File: src/rtl/commit_sequencer_pkg.sv
// Shared constants and types for the commit sequencer: branch count, commit id width,
// and the commit id type with its modulo-512 increment.
package commit_sequencer_pkg;

   localparam int N_INSTR_BRANCHES = 4;
   localparam int COMMIT_ID_WIDTH  = 9;

   typedef logic [COMMIT_ID_WIDTH-1:0] commit_id_t;

   // Commit ids wrap naturally at the type width (511 -> 0).
   function automatic commit_id_t next_id(input commit_id_t id);
      return id + commit_id_t'(1);
   endfunction

endpackage

File: src/rtl/lowest_set_select.sv
// One-hot priority picker: keeps only the lowest-index set bit of the request vector.
module lowest_set_select #(
   parameter int WIDTH = 4
) (
   input  logic [WIDTH-1:0] i_req,
   output logic [WIDTH-1:0] o_grant
);

   // Two's-complement trick: req & -req isolates the lowest set bit.
   assign o_grant = i_req & (~i_req + WIDTH'(1));

endmodule

File: src/rtl/commit_sequencer.sv
// Releases branch results in strict commit id order through one registered writeback port.
// Optional sticky ordering-fault detector is built only with COMMIT_ORDER_CHECK_EN defined.
module commit_sequencer
   import commit_sequencer_pkg::*;
#(
   parameter int data_width = 16,
   parameter int n_blocks   = 256,
   parameter int n_branches = N_INSTR_BRANCHES
) (
   input  logic                                  clk,
   input  logic                                  reset,
   input  logic                                  enable,
   input  logic                                  sample_tick,
   input  logic [n_branches-1:0]                 in_valid,
   output logic [n_branches-1:0]                 in_ready,
   input  logic [n_branches*COMMIT_ID_WIDTH-1:0] in_commit_id,
   input  logic [n_branches-1:0]                 in_commit_flag,
   input  logic [n_branches*$clog2(n_blocks)-1:0] in_block,
   input  logic [n_branches*4-1:0]               in_dest,
   input  logic [n_branches*data_width-1:0]      in_result,
   input  logic [n_branches-1:0]                 in_writes_external,
   output logic                                  out_valid,
   input  logic                                  out_ready,
   output logic [$clog2(n_blocks)-1:0]           block_out,
   output logic [3:0]                            dest_out,
   output logic [data_width-1:0]                 result_out,
   output logic                                  writes_external_out,
   output logic [COMMIT_ID_WIDTH-1:0]            commit_id_out,
   output logic                                  busy,
   output logic                                  order_error
);

   localparam int BLK_W = $clog2(n_blocks);
   localparam int CW    = COMMIT_ID_WIDTH;

   commit_id_t              r_expected_id;
   logic                    r_out_valid;
   logic [BLK_W-1:0]        r_block;
   logic [3:0]              r_dest;
   logic [data_width-1:0]   r_result;
   logic                    r_ext;
   commit_id_t              r_commit_id;

   logic [n_branches-1:0]   w_match;
   logic [n_branches-1:0]   w_grant;
   logic                    w_out_free;
   logic                    w_accept;
   logic                    w_write;
   logic [BLK_W-1:0]        w_sel_block;
   logic [3:0]              w_sel_dest;
   logic [data_width-1:0]   w_sel_result;
   logic                    w_sel_ext;
   commit_id_t              w_sel_id;

   // NOTE: every combinational output gets a default first so no latch is inferred.
   always_comb begin
      w_match = '0;
      for (int i = 0; i < n_branches; i++)
         w_match[i] = in_valid[i] & (in_commit_id[i*CW +: CW] == r_expected_id);
   end

   lowest_set_select #(.WIDTH(n_branches)) u_pick (
      .i_req   (w_match),
      .o_grant (w_grant)
   );

   assign w_out_free = ~r_out_valid | out_ready;

   // Silent retires never touch the output stage, so they need no output room.
   always_comb begin
      in_ready = '0;
      for (int i = 0; i < n_branches; i++)
         in_ready[i] = enable & w_grant[i] & (~in_commit_flag[i] | w_out_free);
   end

   assign w_accept = |in_ready;
   assign w_write  = |(in_ready & in_commit_flag);

   always_comb begin
      w_sel_block  = '0;
      w_sel_dest   = '0;
      w_sel_result = '0;
      w_sel_ext    = 1'b0;
      w_sel_id     = '0;
      for (int i = 0; i < n_branches; i++) begin
         if (w_grant[i]) begin
            w_sel_block  = in_block[i*BLK_W +: BLK_W];
            w_sel_dest   = in_dest[i*4 +: 4];
            w_sel_result = in_result[i*data_width +: data_width];
            w_sel_ext    = in_writes_external[i];
            w_sel_id     = in_commit_id[i*CW +: CW];
         end
      end
   end

   // NOTE: sequential state uses non-blocking assignments only; reset clears the output stage
   // so a pending write is discarded.
   always_ff @(posedge clk) begin
      if (reset) begin
         r_expected_id <= '0;
         r_out_valid   <= 1'b0;
         r_block       <= '0;
         r_dest        <= '0;
         r_result      <= '0;
         r_ext         <= 1'b0;
         r_commit_id   <= '0;
      end else begin
         if (w_write) begin
            r_out_valid <= 1'b1;
            r_block     <= w_sel_block;
            r_dest      <= w_sel_dest;
            r_result    <= w_sel_result;
            r_ext       <= w_sel_ext;
            r_commit_id <= w_sel_id;
         end else if (enable && r_out_valid && out_ready) begin
            r_out_valid <= 1'b0;
         end
         if (sample_tick)
            r_expected_id <= '0;
         else if (w_accept)
            r_expected_id <= next_id(r_expected_id);
      end
   end

   assign out_valid           = r_out_valid;
   assign block_out           = r_block;
   assign dest_out            = r_dest;
   assign result_out          = r_result;
   assign writes_external_out = r_ext;
   assign commit_id_out       = r_commit_id;
   assign busy                = r_out_valid | (|in_valid);

`ifdef COMMIT_ORDER_CHECK_EN
   logic w_dup;
   logic w_stale;
   logic r_order_error;

   always_comb begin
      w_dup   = |(w_match & (w_match - n_branches'(1)));
      w_stale = 1'b0;
      for (int i = 0; i < n_branches; i++)
         w_stale = w_stale | (in_valid[i] & (in_commit_id[i*CW +: CW] < r_expected_id)
                              & (r_expected_id != '0));
   end

   always_ff @(posedge clk) begin
      if (reset)
         r_order_error <= 1'b0;
      else if (w_dup || w_stale)
         r_order_error <= 1'b1;
   end

   assign order_error = r_order_error;
`else
   assign order_error = 1'b0;
`endif

endmodule

File: config.mk
export PLATFORM = sky130hd
export DESIGN_NAME = commit_sequencer
export DESIGN_NICKNAME = d
export VERILOG_FILES = /design/src/rtl/commit_sequencer_pkg.sv /design/src/rtl/lowest_set_select.sv /design/src/rtl/commit_sequencer.sv
export SDC_FILE = /design/constraint.sdc
export NUM_CORES = 1
export LEC_CHECK = 0
export CAP_MARGIN = 40
export CORE_MARGIN = 4
export CORE_UTILIZATION = 55
export CTS_BUF_LIST = sky130_fd_sc_hd__clkbuf_16
export DETAILED_ROUTE_END_ITERATION = 8
export DONT_BUFFER_PORTS = 1
export GPL_TIMING_DRIVEN = 1
export PLACE_DENSITY = 0.74
export SLEW_MARGIN = 20
export SYNTH_ARGS = -nofsm -noshare
export SYNTH_HDL_FRONTEND = slang
export SYNTH_SLANG_ARGS = --single-unit
File: constraint.sdc
create_clock -name clk -period 3.11 [get_ports clk]
set_input_delay 0.933 -clock clk [delete_from_list [all_inputs] [get_ports clk]]
set_output_delay 0.933 -clock clk [all_outputs]
set_load 0.01 [all_outputs]
# After elaboration in Yosys (flattened, before gate mapping)
# Index checks and enable logic that the tools add are counted.
[word_totals] register_bits=48 in_bits=165 word_cells=68
[op_classes] n_addsub=2 n_eq_ne=4 n_mux=22 bitwise=26 reduce_logical=7
[ops] cell="$mux W16" n=4
[ops] cell="$eq A9 B9 Y1" n=4
[ops] cell="$mux W9" n=4
[ops] cell="$mux W8" n=4
[ops] cell="$mux W4" n=4
[ops] cell="$and A1 B1 Y1" n=12
[ops] cell="$reduce_or A4 Y1" n=3
[ops] cell="$add A9 B1 Y9 const B" n=1
[ops] cell="$and A4 B4 Y4" n=2
[ops] cell="$mux W1" n=6
[ops] cell="$or A1 B1 Y1" n=6
[ops] cell="$not A1 Y1" n=5
[ops] cell="$add A4 B1 Y4 const B" n=1
[ops] cell="$not A4 Y4" n=1
[ops] cell="$logic_and A1 B1 Y1" n=2
[ops] cell="$reduce_bool A2 Y1" n=1
[ops] cell="$reduce_or A2 Y1" n=1

# Longest topological paths before layout
[depth] word_depth=10 depth_mapped=11

# By module
# From an unflattened synthesis, not the netlist that was laid out.
[hier_totals] cells_unflattened=455 area_unflattened_um2=3649.8
[by_module_without_submodules] module="commit_sequencer" instances=1 cells_per_inst=451 area_each_um2=3613.5 seq_area_each_um2=960.9
[by_module_without_submodules] module="lowest_set_select" instances=1 cells_per_inst=4 area_each_um2=36.3 seq_area_each_um2=0.0

# Worst setup path before layout
# OpenSTA, ideal clock, no wires.
[synth_timing] kind="input -> output" from="in in_commit_id[23]" to="out in_ready[2]" arrival_ps=2185 required_time_ps=2177 slack_ps=-8 cell_stages=4 path_buffers=0 cell_sequence="xnor2_4 -> nand4_4 -> or4_4 -> nor4_1"
[synth_between] elab_chain_len=7
[synth_lines] element="from (decl)" line_no="commit_sequencer.sv:16" source="input logic [n_branches*COMMIT_ID_WIDTH-1:0] in_commit_id,"
[synth_lines] element="$eq A9 B9 Y1 (*)" line_no="commit_sequencer.sv:59" source="w_match[i] = in_valid[i] & (in_commit_id[i*CW +: CW] == r_expected_id);"
[synth_lines] element="$and A1 B1 Y1 (*)" line_no="commit_sequencer.sv:59"
[synth_lines] element="$not A4 Y4" line_no="lowest_set_select.sv:10" source="assign o_grant = i_req & (~i_req + WIDTH'(1));"
[synth_lines] element="$add A4 B1 Y4" line_no="lowest_set_select.sv:10"
[synth_lines] element="$and A4 B4 Y4 (*)" line_no="lowest_set_select.sv:10"
[synth_lines] element="$and A1 B1 Y1 (*) (2 in series)" line_no="commit_sequencer.sv:73" source="in_ready[i] = enable & w_grant[i] & (~in_commit_flag[i] | w_out_free);"
[synth_lines] element="to (decl)" line_no="commit_sequencer.sv:15" source="output logic [n_branches-1:0] in_ready,"
# Mark *: on every way between the ends. The rest lies on a longest branch, timed or not.

# Worst setup path in the final report
[layout_timing] from="in in_commit_id[26]" to="out in_ready[2]"
# The elaborated chain is that of the path after synthesis.

==> flow_metrics.py <==
metrics = {
    "status": {
        "outcome": "complete, no violations",
    },
    "synth": {
        "syn_inst": 504,
        "synth_cell_types": 40,
        "synth.avg_cell_area_um2": 7.41,
        "syn-num-nets": 670,
        "yosysSeqAreaShare_pct": 25.7,
        "ys_seq_elements": 48,
        "synthesis.area_um2": 3730,
        "ys_warn_count": 0,
    },
    "clock_network": {
        "root_buffer": "clkbuf_16",
        "h-tree-depth": 2,
        "path_clk_slew_ps": 60,
        "cts_setup_buffers": 0,
        "clock_latency_ps": 280,
        "numCtsBuffers": 5,
        "cts_tree": "built",
        "clockBufferDepth": 2,
        "numClockSinks": 48,
    },
    "timing": {
        "slew_headroom_pct": 56.0,
        "setup_viol": 0,
        "fmax_mhz": 324,
        "finalClockSkew_ps": 5.19,
        "timing.final.crit_share_pct": 99.3,
        "rsz0062_at_grt": "true",
        "worstMarginPinSlew_ps": 659,
        "slew_viol_final": 0,
        "finalCriticalPeriod_ps": 3090,
        "hold_viol_final": 0,
        "hold_ws_ps": 549,
        "tns_ps": 0,
    },
    "finish": {
        "area_growth_pct": 8.14,
        "nets": 659,
        "fillers": 602,
        "diodes": 0,
        "drive_gt1_share_pct": 19.9,
        "seq_area_um2": 963,
        "multi_input_area_um2": 2550,
        "final_util_pct": 62.5,
    },
    "setup_path": {
        "cp_max_fo": 3,
        "worstPathRequired_ps": 2180,
        "startpoint": "in_commit_id[26]",
        "worstSetupEndpointType": "output pin",
        "critical_path_class": "in -> out",
        "startpoint_type": "input port",
        "r2r-start": "r_expected_id[4]$_SDFFE_PP0P_",
        "worstPathArrival_ps": 2160,
    },
    "placed_design": {
        "hpwlAfterDp_um": 9080,
        "portBuffers": 0,
        "gp_congestion": 0.933,
    },
    "power_and_ir_drop": {
        "peakVddDrop_mv": 0.192,
        "leakagePower_nw": 1.25,
        "powerDensity_nw_per_um2": 295,
    },
    "global_routing": {
        "antenna_found_initial": 0,
        "grt_pass1_vias": 3565,
        "grt_usage_pct": 27.3,
        "grt_max_degree": 41,
        "grt_pass1_wl_um": 18500,
        "grt.overflow.total": 0,
    },
    "floorplanning": {
        "dieHeight_um": 90.4,
        "ios": 210,
        "start_util_pct": 57.8,
        "fp.dieW_um": 90.4,
        "coreArea_um2": 6460,
        "row_count": 29,
        "dieArea_um2": 8170,
    },
    "job": {
        "max-cap-violations": 0,
    },
    "routing": {
        "wl_per_cell_um": 20.2,
        "drtIter0Drc": 213,
        "drtPass1Iterations": 5,
        "drc_errors": 0,
        "via_count": 3719,
        "drt-vias-per-instance": 6.52,
        "ant_nets": 0,
        "wl_um": 11500,
    },
    "min_path": {
        "hp-start": "result_out[13]$_SDFFE_PP0P_",
        "hp-class": "reg -> reg",
    },
}
==> where the power goes <==
part | switching [mW] | internal (mW)
Sequential | 0.00126 | 0.615
Combinational | 0.0269 | 0.0317
Clock | 0.222 | 0.292
Total | 0.251 | 0.939
==> registers in the layout (all words and copies together) (netlist names) <==
signal,cells
r_expected_id,9
out_valid,1
block_out,8
commit_id_out,9
writes_external_out,1
dest_out,4
result_out,16
==> cell usage in the layout, fill, tap and decap left out, types with 2 or more instances in the layout <==
master      n
nor2_1     63
nand2_1    56
dfxtp_1    46
nand3_1    41
a31oi_1    39
a211oi_1   38
xnor2_1    32
buf_4      29
nor3_1     23
nor3_2     23
nor2_2     11
or3_1      10
a21oi_1    10
o21ai_0     9
nor2_4      9
nand4_1     8
clkbuf_16   5
xnor2_4     3
inv_1       3
nor4_1      3
buf_12      3
xor2_1      2
nand2b_1    2
nor4_2      2
dfxtp_2     2
==> worst max-delay path, cell delays in order <==
cell     delay (ps)
xnor2_4         170
nand4_4         120
or4_4           560
nor4_4          210
buf_4           150
==> area by class of cell <==
cell class	count	area share (%)
inverters	3	0.279
clock inverters	2	0.310
multi-input cells	403	63.2
well taps	77	2.39
repair buffers	32	6.88
flip-flops and latches	48	23.9
clock buffers	5	3.10
==> per-stage QoR <==
step,cell area [um^2],instances,total power [mW],setup WS (ps)
finish,4040,570,1.19,21.2
global route,4040,570,1.23,-11.3
CTS,4010,570,1.20,-7.44
detailed placement,3870,563,0.687,2.63
global placement,3860,562,0.687,-39.0
floorplan,3740,504,0.686,49.5
==> cells in the mapped netlist, drive strengths merged <==
library cell	number	area [um^2]
nor2	83	407
clkbuf	27	101
a31oi	39	244
nor3	46	330
nor4	6	37.5
o41a	1	11.3
o221ai	1	15.0
xor2	2	17.5
and4	1	8.76
conb	1	3.75
nor4b	2	17.5
o21ai	9	45.0
nand4	9	71.3
or3	12	75.1
nand3	41	205
and2	1	6.26
a21oi	11	58.8
or4	1	11.3
nor2b	1	6.26
xnor2	35	363
a211oi	38	285
mux2i	1	10.0
a21o	1	7.51
or2	1	6.26
inv	3	11.3
a311o	1	10.0
nand2	56	210
ha	1	12.5
nand2b	2	12.5
buf	23	173
dfxtp	48	961
==> what timing repair did <==
item                                    in CTS  in global routing
gates resized for setup                      0                  7
pin swaps                                    0                  2
endpoints found under the setup margin       1                  4
hold buffers                                 0                  0
==> metal layers <==
| metal | vias to the layer above | wire (um) | global-route usage, % |
|---|---|---|---|
| met5 | - | 0 | 0 |
| met4 | 0 | 227 | 8.29 |
| met3 | 17 | 1290 | 8.67 |
| met2 | 215 | 5660 | 47.2 |
| met1 | 1709 | 4360 | 32.2 |
| li1 | 1778 | - | - |
==> cell families (layout without fill, tap and decap cells) <==
logic type / Yosys count / after routing / share of synthesized area (%)
AOI/OAI and AO/OA: 101 / 101 / 18.1
xor gates and xnor gates: 37 / 37 / 10.2
adders and majority gates: 1 / 1 / 0.335
buffers and inverters: 53 / 42 / 7.64
DFF: 48 / 48 / 25.7
muxes: 1 / 1 / 0.268
other: 1 / 1 / 0.100
and+or+nand+nor: 262 / 262 / 37.6
==> path summary, 6_finish.rpt <==
check / depth (start not counted) / slack, ps / to
setup reg to reg: 8 / 350 / r_expected_id[7]$_SDFFE_PP0P_
hold reg to reg: 2 / 550 / result_out[13]$_SDFFE_PP0P_
setup / recovery: 5 / 20 / in_ready[2]
hold / removal: 2 / 550 / result_out[13]$_SDFFE_PP0P_
No activity file was read; power rests on OpenSTA's default activity.
